## src/rtl/rv32i_writeback_unit_if.sv

```systemverilog
// Bus between the MEM stage / data memory (master) and the writeback unit (slave).
// Handshake: an instruction moves when in_valid && in_ready at a rising clk edge;
// in_valid may be held regardless of in_ready, and the fields are only sampled on that edge.
interface rv32i_writeback_unit_if #(
  parameter int DATA_W    = 32,
  parameter int INSTRET_W = 64
);
  logic                 in_valid;
  logic                 in_ready;
  logic                 in_reg_write;
  logic [4:0]           in_rd_addr;
  logic [1:0]           in_wb_sel;
  logic [DATA_W-1:0]    in_alu_result;
  logic [DATA_W-1:0]    in_pc_plus4;
  logic [2:0]           in_funct3;
  logic                 dmem_rvalid;
  logic [DATA_W-1:0]    dmem_rdata;
  logic                 reg_write;
  logic [4:0]           rd_addr;
  logic [DATA_W-1:0]    rd_data;
  logic                 retire;
  logic                 load_fault;
  logic [INSTRET_W-1:0] instret;

  modport master (
    output in_valid, in_reg_write, in_rd_addr, in_wb_sel, in_alu_result,
           in_pc_plus4, in_funct3, dmem_rvalid, dmem_rdata,
    input  in_ready, reg_write, rd_addr, rd_data, retire, load_fault, instret
  );

  modport slave (
    input  in_valid, in_reg_write, in_rd_addr, in_wb_sel, in_alu_result,
           in_pc_plus4, in_funct3, dmem_rvalid, dmem_rdata,
    output in_ready, reg_write, rd_addr, rd_data, retire, load_fault, instret
  );
endinterface

```

## src/rtl/rv32i_writeback_unit.sv

```systemverilog
// rv32i writeback stage: selects ALU / PC+4 / load data for the register file write
// port, extracts and extends load lanes, flags load faults and counts retirements.
module rv32i_writeback_unit #(
  parameter int DATA_W    = 32,
  parameter int INSTRET_W = 64
) (
  input  logic                   clk,
  input  logic                   reset,
  rv32i_writeback_unit_if.slave  wb,
  output logic                   dbg_state
);

  typedef enum logic {IDLE = 1'b0, WAIT_LOAD = 1'b1} state_t;

  localparam logic [1:0] SEL_PC4  = 2'b01;
  localparam logic [1:0] SEL_LOAD = 2'b10;

  state_t            state;
  logic [4:0]        ld_rd;
  logic [2:0]        ld_funct3;
  logic [1:0]        ld_off;
  logic              ld_we;
  logic              in_fault;
  logic [DATA_W-1:0] byte_word;
  logic [DATA_W-1:0] half_word;
  logic [DATA_W-1:0] load_value;

  assign wb.in_ready = (state == IDLE);
  assign dbg_state   = state;

  // Misaligned halfword/word accesses and unused funct3 codes are faults.
  always_comb begin
    in_fault = 1'b1;
    case (wb.in_funct3)
      3'b000, 3'b100: in_fault = 1'b0;
      3'b001, 3'b101: in_fault = wb.in_alu_result[0];
      3'b010:         in_fault = |wb.in_alu_result[1:0];
      default:        in_fault = 1'b1;
    endcase
  end

  always_comb begin
    byte_word  = wb.dmem_rdata >> {ld_off, 3'b000};
    half_word  = wb.dmem_rdata >> {ld_off[1], 4'b0000};
    load_value = wb.dmem_rdata;
    case (ld_funct3)
      3'b000:  load_value = {{(DATA_W-8){byte_word[7]}}, byte_word[7:0]};
      3'b100:  load_value = {{(DATA_W-8){1'b0}}, byte_word[7:0]};
      3'b001:  load_value = {{(DATA_W-16){half_word[15]}}, half_word[15:0]};
      3'b101:  load_value = {{(DATA_W-16){1'b0}}, half_word[15:0]};
      default: load_value = wb.dmem_rdata;
    endcase
  end

  always_ff @(posedge clk or posedge reset) begin
    if (reset) begin
      state         <= IDLE;
      wb.reg_write  <= 1'b0;
      wb.retire     <= 1'b0;
      wb.load_fault <= 1'b0;
      wb.rd_addr    <= '0;
      wb.rd_data    <= '0;
      wb.instret    <= '0;
      ld_rd         <= '0;
      ld_funct3     <= '0;
      ld_off        <= '0;
      ld_we         <= 1'b0;
    end else begin
      wb.reg_write  <= 1'b0;
      wb.retire     <= 1'b0;
      wb.load_fault <= 1'b0;
      case (state)
        IDLE: begin
          if (wb.in_valid) begin
            if (wb.in_wb_sel == SEL_LOAD) begin
              if (in_fault) begin
                wb.load_fault <= 1'b1;
              end else begin
                ld_rd     <= wb.in_rd_addr;
                ld_funct3 <= wb.in_funct3;
                ld_off    <= wb.in_alu_result[1:0];
                ld_we     <= wb.in_reg_write;
                state     <= WAIT_LOAD;
              end
            end else begin
              // Reserved wb_sel 11 falls through to the ALU result.
              wb.retire    <= 1'b1;
              wb.reg_write <= wb.in_reg_write && (wb.in_rd_addr != 5'd0);
              wb.rd_addr   <= wb.in_rd_addr;
              wb.rd_data   <= (wb.in_wb_sel == SEL_PC4) ? wb.in_pc_plus4 : wb.in_alu_result;
              wb.instret   <= wb.instret + INSTRET_W'(1);
            end
          end
        end
        WAIT_LOAD: begin
          if (wb.dmem_rvalid) begin
            wb.retire    <= 1'b1;
            wb.reg_write <= ld_we && (ld_rd != 5'd0);
            wb.rd_addr   <= ld_rd;
            wb.rd_data   <= load_value;
            wb.instret   <= wb.instret + INSTRET_W'(1);
            state        <= IDLE;
          end
        end
        default: state <= IDLE;
      endcase
    end
  end

endmodule
```

## src/flat_wrapper.sv

```systemverilog
// flat-port wrapper written by rule: the top's interface ports become plain ports
module rv32i_writeback_unit_flat 
#(
  parameter int DATA_W    = 32,
  parameter int INSTRET_W = 64
)
  (clk, reset, dbg_state, wb_in_valid, wb_in_reg_write, wb_in_rd_addr, wb_in_wb_sel, wb_in_alu_result, wb_in_pc_plus4, wb_in_funct3, wb_dmem_rvalid, wb_dmem_rdata, wb_in_ready, wb_reg_write, wb_rd_addr, wb_rd_data, wb_retire, wb_load_fault, wb_instret);
  rv32i_writeback_unit_if #(.DATA_W(DATA_W), .INSTRET_W(INSTRET_W)) wb_i ();
  input  logic clk;
  input  logic reset;
  output logic dbg_state;
  input wire logic [$bits(wb_i.in_valid)-1:0] wb_in_valid;
  input wire logic [$bits(wb_i.in_reg_write)-1:0] wb_in_reg_write;
  input wire logic [$bits(wb_i.in_rd_addr)-1:0] wb_in_rd_addr;
  input wire logic [$bits(wb_i.in_wb_sel)-1:0] wb_in_wb_sel;
  input wire logic [$bits(wb_i.in_alu_result)-1:0] wb_in_alu_result;
  input wire logic [$bits(wb_i.in_pc_plus4)-1:0] wb_in_pc_plus4;
  input wire logic [$bits(wb_i.in_funct3)-1:0] wb_in_funct3;
  input wire logic [$bits(wb_i.dmem_rvalid)-1:0] wb_dmem_rvalid;
  input wire logic [$bits(wb_i.dmem_rdata)-1:0] wb_dmem_rdata;
  output wire logic [$bits(wb_i.in_ready)-1:0] wb_in_ready;
  output wire logic [$bits(wb_i.reg_write)-1:0] wb_reg_write;
  output wire logic [$bits(wb_i.rd_addr)-1:0] wb_rd_addr;
  output wire logic [$bits(wb_i.rd_data)-1:0] wb_rd_data;
  output wire logic [$bits(wb_i.retire)-1:0] wb_retire;
  output wire logic [$bits(wb_i.load_fault)-1:0] wb_load_fault;
  output wire logic [$bits(wb_i.instret)-1:0] wb_instret;
  assign wb_i.in_valid = wb_in_valid;
  assign wb_i.in_reg_write = wb_in_reg_write;
  assign wb_i.in_rd_addr = wb_in_rd_addr;
  assign wb_i.in_wb_sel = wb_in_wb_sel;
  assign wb_i.in_alu_result = wb_in_alu_result;
  assign wb_i.in_pc_plus4 = wb_in_pc_plus4;
  assign wb_i.in_funct3 = wb_in_funct3;
  assign wb_i.dmem_rvalid = wb_dmem_rvalid;
  assign wb_i.dmem_rdata = wb_dmem_rdata;
  assign wb_in_ready = wb_i.in_ready;
  assign wb_reg_write = wb_i.reg_write;
  assign wb_rd_addr = wb_i.rd_addr;
  assign wb_rd_data = wb_i.rd_data;
  assign wb_retire = wb_i.retire;
  assign wb_load_fault = wb_i.load_fault;
  assign wb_instret = wb_i.instret;
  rv32i_writeback_unit #(.DATA_W(DATA_W), .INSTRET_W(INSTRET_W)) u_core (.clk(clk), .reset(reset), .wb(wb_i), .dbg_state(dbg_state));
endmodule
```

## config.mk

```make
export PLATFORM = sky130hd
export DESIGN_NAME = rv32i_writeback_unit_flat
export DESIGN_NICKNAME = d
export VERILOG_FILES = /design/src/rtl/rv32i_writeback_unit_if.sv /design/src/rtl/rv32i_writeback_unit.sv /design/src/flat_wrapper.sv
export SDC_FILE = /design/constraint.sdc
export NUM_CORES = 1
export LEC_CHECK = 0
export CAP_MARGIN = 15
export CORE_MARGIN = 2
export CORE_UTILIZATION = 49
export CTS_CLUSTER_DIAMETER = 40
export DETAILED_ROUTE_END_ITERATION = 10
export PLACE_DENSITY_LB_ADDON = 0.15
export SETUP_SLACK_MARGIN = 0.02
export SLEW_MARGIN = 20
export SYNTH_ARGS = -nofsm -noshare
export SYNTH_HDL_FRONTEND = slang
export SYNTH_SLANG_ARGS = --single-unit
```

## constraint.sdc

```tcl
create_clock -name clk -period 8.7 [get_ports clk]
set_input_delay 2.61 -clock clk [delete_from_list [all_inputs] [get_ports clk]]
set_output_delay 2.61 -clock clk [all_outputs]
set_load 0.005 [all_outputs]
```

# --- Word-level counts from Yosys, hierarchy flattened ---
# Index checks and enable logic that the tools add are counted.
word_totals:
  latchBits: 0
  rom_bits: 0
  out_inout_bits: 106
  elab_cells: 71
  memories: 0
  ram_bits: 0
  reg_bits: 116
op_classes:
  n_bitwise: 2
  muxes: 32
  order_cmp: 0
  n_reduce_logical: 11
  eq_ne: 12
  n_div: 0
  n_shift: 2
  add_sub_neg: 1
  mul: 0
op_table:
  columns: ["op", "count"]
  rows:
  - ["$mux W64", 3]
  - ["$mux W32", 4]
  - ["$pmux W32 S4", 1]
  - ["$pmux W64 S2", 1]
  - ["$add A64 B1 Y64 const B", 1]
  - ["$pmux W32 S2", 1]
  - ["$shr A32 B5 Y16", 1]
  - ["$shr A32 B5 Y8", 1]
  - ["$mux W5", 3]
  - ["$mux W1", 14]
  - ["$eq A3 B3 Y1 const B", 4]
  - ["$pmux W5 S2", 1]
  - ["$reduce_bool A5 Y1", 2]
  - ["$eq A3 B1 Y1 const B", 2]
  - ["$logic_not A3 Y1", 2]
  - ["$ne A2 B2 Y1 const B", 3]
  - ["$pmux W1 S2", 3]
  - ["$reduce_or A2 Y1", 3]
  - ["$reduce_and A4 Y1", 1]
  - ["$eq A3 B2 Y1 const B", 1]
  - ["$pmux W1 S3", 1]
  - ["$reduce_and A3 Y1", 1]
  - ["$eq A2 B1 Y1 const B", 1]
  - ["$eq A2 B2 Y1 const B", 1]
  - ["other kinds (2)", 4]

# --- Longest topological paths before layout ---
depth:
  word_depth: 7
  ltp_mapped: 7
  mapped_depth_nobuf: 6

# --- Worst setup path after synthesis ---
# Ideal clock, no wire load.
synth_timing:
  kind: "input to register"
  from: "input port wb_in_valid"
  to: "register u_core.wb.instret[37]"
  arrival_time_ns: 4.102
  slack_ns: 4.519
  stages: 7
  setup_time_ns: 0.079
  path_cell_list: "nor2b_1 -> a21oi_2 -> or4b_1 -> buf_4 -> buf_6 -> nor3_2 -> xor2_1"
synth_between:
  elab_chain_len: 2
synth_lines:
  columns: ["element", "line", "text"]
  rows:
  - ["start, declared", "flat_wrapper.sv:12", "input wire logic [$bits(wb_i.in_valid)-1:0] wb_in_valid;"]
  - ["$ne A2 B2 Y1 (no source line)", null, null]
  - ["$reduce_and A3 Y1 (no source line)", null, null]
  - ["end signal, assigned", "rv32i_writeback_unit.sv:91", "wb.instret <= wb.instret + INSTRET_W'(1);"]
  - ["end signal, assigned", "rv32i_writeback_unit.sv:101", "wb.instret <= wb.instret + INSTRET_W'(1);"]
  - ["end, declared", "rv32i_writeback_unit_if.sv:34", "output in_ready, reg_write, rd_addr, rd_data, retire, load_fault, instret"]
# Every way passes these cells.
# A chain may end at the register's enable or synchronous reset.

# --- Worst setup path in the final report ---
layout_timing:
  from: "input port wb_dmem_rvalid"
  to: "register u_core.wb.instret[29]"
layout_between:
  elab_chain_len: 2
layout_lines:
  columns: ["element", "line", "text"]
  rows:
  - ["start, declared", "flat_wrapper.sv:19", "input wire logic [$bits(wb_i.dmem_rvalid)-1:0] wb_dmem_rvalid;"]
  - ["$ne A2 B2 Y1 (no source line)", null, null]
  - ["$reduce_and A3 Y1 (no source line)", null, null]
# Every way passes these cells.

==> out/metrics.yaml <==
outcome:
  outcome: "finished, final reports clean"
detailed_routing:
  wirelength_mm: 17.8
  wl_per_cell_microns: 17.9
  drtIter0Drc: 422
  drc: 0
  vias: 5549
  vias_per_cell: 5.57
  drt_first_pass_iters: 5
  ant_nets: 0
grt:
  grt_pass1_wl_mm: 28.0
  grt_pass1_vias: 5622
  antenna_found_initial: 0
  grt_usage_pct: 26.9
  grt_max_degree: 64
  overflow: 0
logic_synthesis:
  synth_seq_cells: 116
  synth_ff_type: "dfrtp_1"
  async_flop_share_pct: 100
  synthDistinctLibCells: 51
  syn-num-nets: 722
  yosysWarningCount: 0
  syn_area_sq_mm: 0.00611
  synth_top_family_by_area: "simple AND/OR/NAND/NOR gates"
  synth.most_common_cell: "dfrtp_1"
  ys_seq_area_share_pct: 47.5
  synth_fa_ha_area_share_pct: 0.205
  synthTopCellsByArea: "dfrtp_1, xor2_1, mux2i_1"
  synth-edff-count: 0
  synth-simple-area-share_pct: 18.4
  postSynthCellCount: 610
  synthMuxAreaShare_pct: 9.93
  syn_area_per_cell_sq_um: 10.0
  netlist.area_leader.share_pct: 47.5
  synth-compound-area-share_pct: 11.4
  synth_common_cells: "dfrtp_1, nand2_1, a21oi_1"
  synthXorXnorAreaFrac_pct: 9.03
  synth_area_leader_cell: "dfrtp_1"
placed_design:
  place.gp.congestion: 0.872
  dp_hpwl_mm: 12.9
  port_buffers: 216
worst_setup_path:
  slowest_delay_ns: 0.95
  ff2ff_setup_slack_ns: 5.65
  cp_max_fo: 21
  cp.arrival_ns: 5.29
  worstSetupPathType: "input pin to flip-flop"
  cp_slowest_cell: "or4b_1"
  worstSetupEndpointType: "flip-flop"
  ff2ff_path_depth: 6
  cp-start-kind: "input pin"
  worstPathCellList: "clkdlybuf4s50_1, and2_1, a21oi_4, or4b_1, nor4_2, xor2_1"
  critical_path_required_ns: 9.02
min_path:
  hp-class: "flip-flop to flip-flop"
  whs_path_depth: 2
power:
  p_leak_nw: 3.88
  vdd_drop_max_mv: 0.110
  p_per_area_mw_per_mm2: 195
cts:
  postCtsSetupRepairBufs: 0
  h-tree-depth: 4
  cts_buffer_depth: 2
  cts_tree: "done"
  insertion_delay_ns: 0.41
  cts_root_buffer: "clkbuf_16"
  cts_sinks: 116
  clk_pin_slew_worst_paths_ns: 0.05
  cts_hold_buf: 0
  tritoncts.num_buffers: 17
  cts_resized: 0
layout:
  antennaDiodeCount: 0
  drive_above_1_share_pct: 9.54
  fin_util_pct: 74.2
  nets: 928
  synthToLayoutAreaGrowth_pct: 47.0
timing:
  max_freq_mhz: 201
  final_max_slew_viol_count: 0
  period_share_pct: 57.1
  fin_crit_ns: 4.97
  hold_viol_final: 0
  worst_clock_skew_ns: 0.00939
  fin_setup_tns_ns: 0
  setup_viol: 0
  worstMarginPinSlew_ns: 0.999
  rsz0062_at_grt: "no"
  slew_headroom_pct: 33.2
floorplanning:
  core_area_sq_mm: 0.0121
  initial_utilization_pct: 50.4
  die_h_microns: 116
  rows: 40
  die_width_microns: 116
  pin_count: 217
  die_area_sq_mm: 0.0134
job:
  drv_cap: 0
[routing by layer]
metal  global-route usage [%]  vias up  part of all wire, %
met4                     8.10        0                  1.3
met2                     46.4      227                   52
met1                     32.8     2713                   40
met5                        0        -                    0
li1                         -     2588                    -
met3                     7.74       21                  6.6
[through the flow]
stage	hold WS, ns	worst slack (ns)	std cells	total power [mW]	instance area (sq um)
final	0.481	3.73	996	1.75	8980
after global routing	0.504	3.57	996	1.82	8980
after CTS	0.485	3.72	996	1.75	8980
after detailed placement	0.473	3.33	965	1.06	8390
after global placement	0.462	3.40	965	1.05	8390
after floorplan	0.465	3.02	610	0.844	6110
[state kept, by name, indices dropped and copies added, names as in the netlist]
name	flops
u_core.wb.rd_addr	5
u_core.wb.load_fault	1
u_core.dbg_state	1
u_core.ld_off	2
u_core.ld_rd	5
u_core.wb.rd_data	32
u_core.wb.instret	64
u_core.wb.retire	1
u_core.ld_we	1
u_core.ld_funct3	3
u_core.wb.reg_write	1
[layout by cell type, fill, tap and decap left out, drive strengths merged, types with 10 or more instances in the layout]
master / count
nand4: 12
inv: 16
nor3: 38
clkdlybuf4s50: 216
a21oi: 59
nor2: 32
mux2: 19
nand2: 67
dfrtp: 116
xor2: 44
nor2b: 10
mux2i: 37
nand3: 17
clkbuf: 23
xnor2: 19
[report_power, final]
group	internal, mW	leakage, nW	switching, mW
Clock	0.449	0.277	0.241
Combinational	0.218	2.14	0.162
Sequential	0.606	1.46	0.0711
[cell type report]
type,count,area (sq um)
Clock buffer,23,488
Multi-Input combinational cell,442,3010
Inverter,18,70.1
Sequential cell,116,2900
Tap cell,168,210
Clock inverter,8,100
Timing Repair Buffer,221,2200
Fill cell,917,3130
[path summary, 6_finish.rpt]
path,from,end
max in group asynchronous,reset,u_core.wb.rd_data[5]
min,u_core.wb.rd_addr[4],u_core.wb.rd_addr[4]
min reg2reg,u_core.wb.rd_addr[4],u_core.wb.rd_addr[4]
min in group asynchronous,reset,u_core.wb.instret[62]
max reg2reg,u_core.dbg_state,u_core.wb.instret[29]
max,wb_dmem_rvalid,u_core.wb.instret[29]
[logic make-up after synthesis]
family,after synthesis
multiplexers,57
XOR/XNOR,63
AO/OA/AOI/OAI,110
buffers and inverters,52
adder cells (fa/ha/maj),1
flip-flops,116
AND/OR/NAND/NOR,211
[critical path: cells and delay by family]
family,cells,cell delay [ns]
buffers and inverters,1,0.50
XOR/XNOR,1,0.19
AO/OA/AOI/OAI,1,0.18
AND/OR/NAND/NOR,3,1.80
No activity file was read; power rests on OpenSTA's default activity.
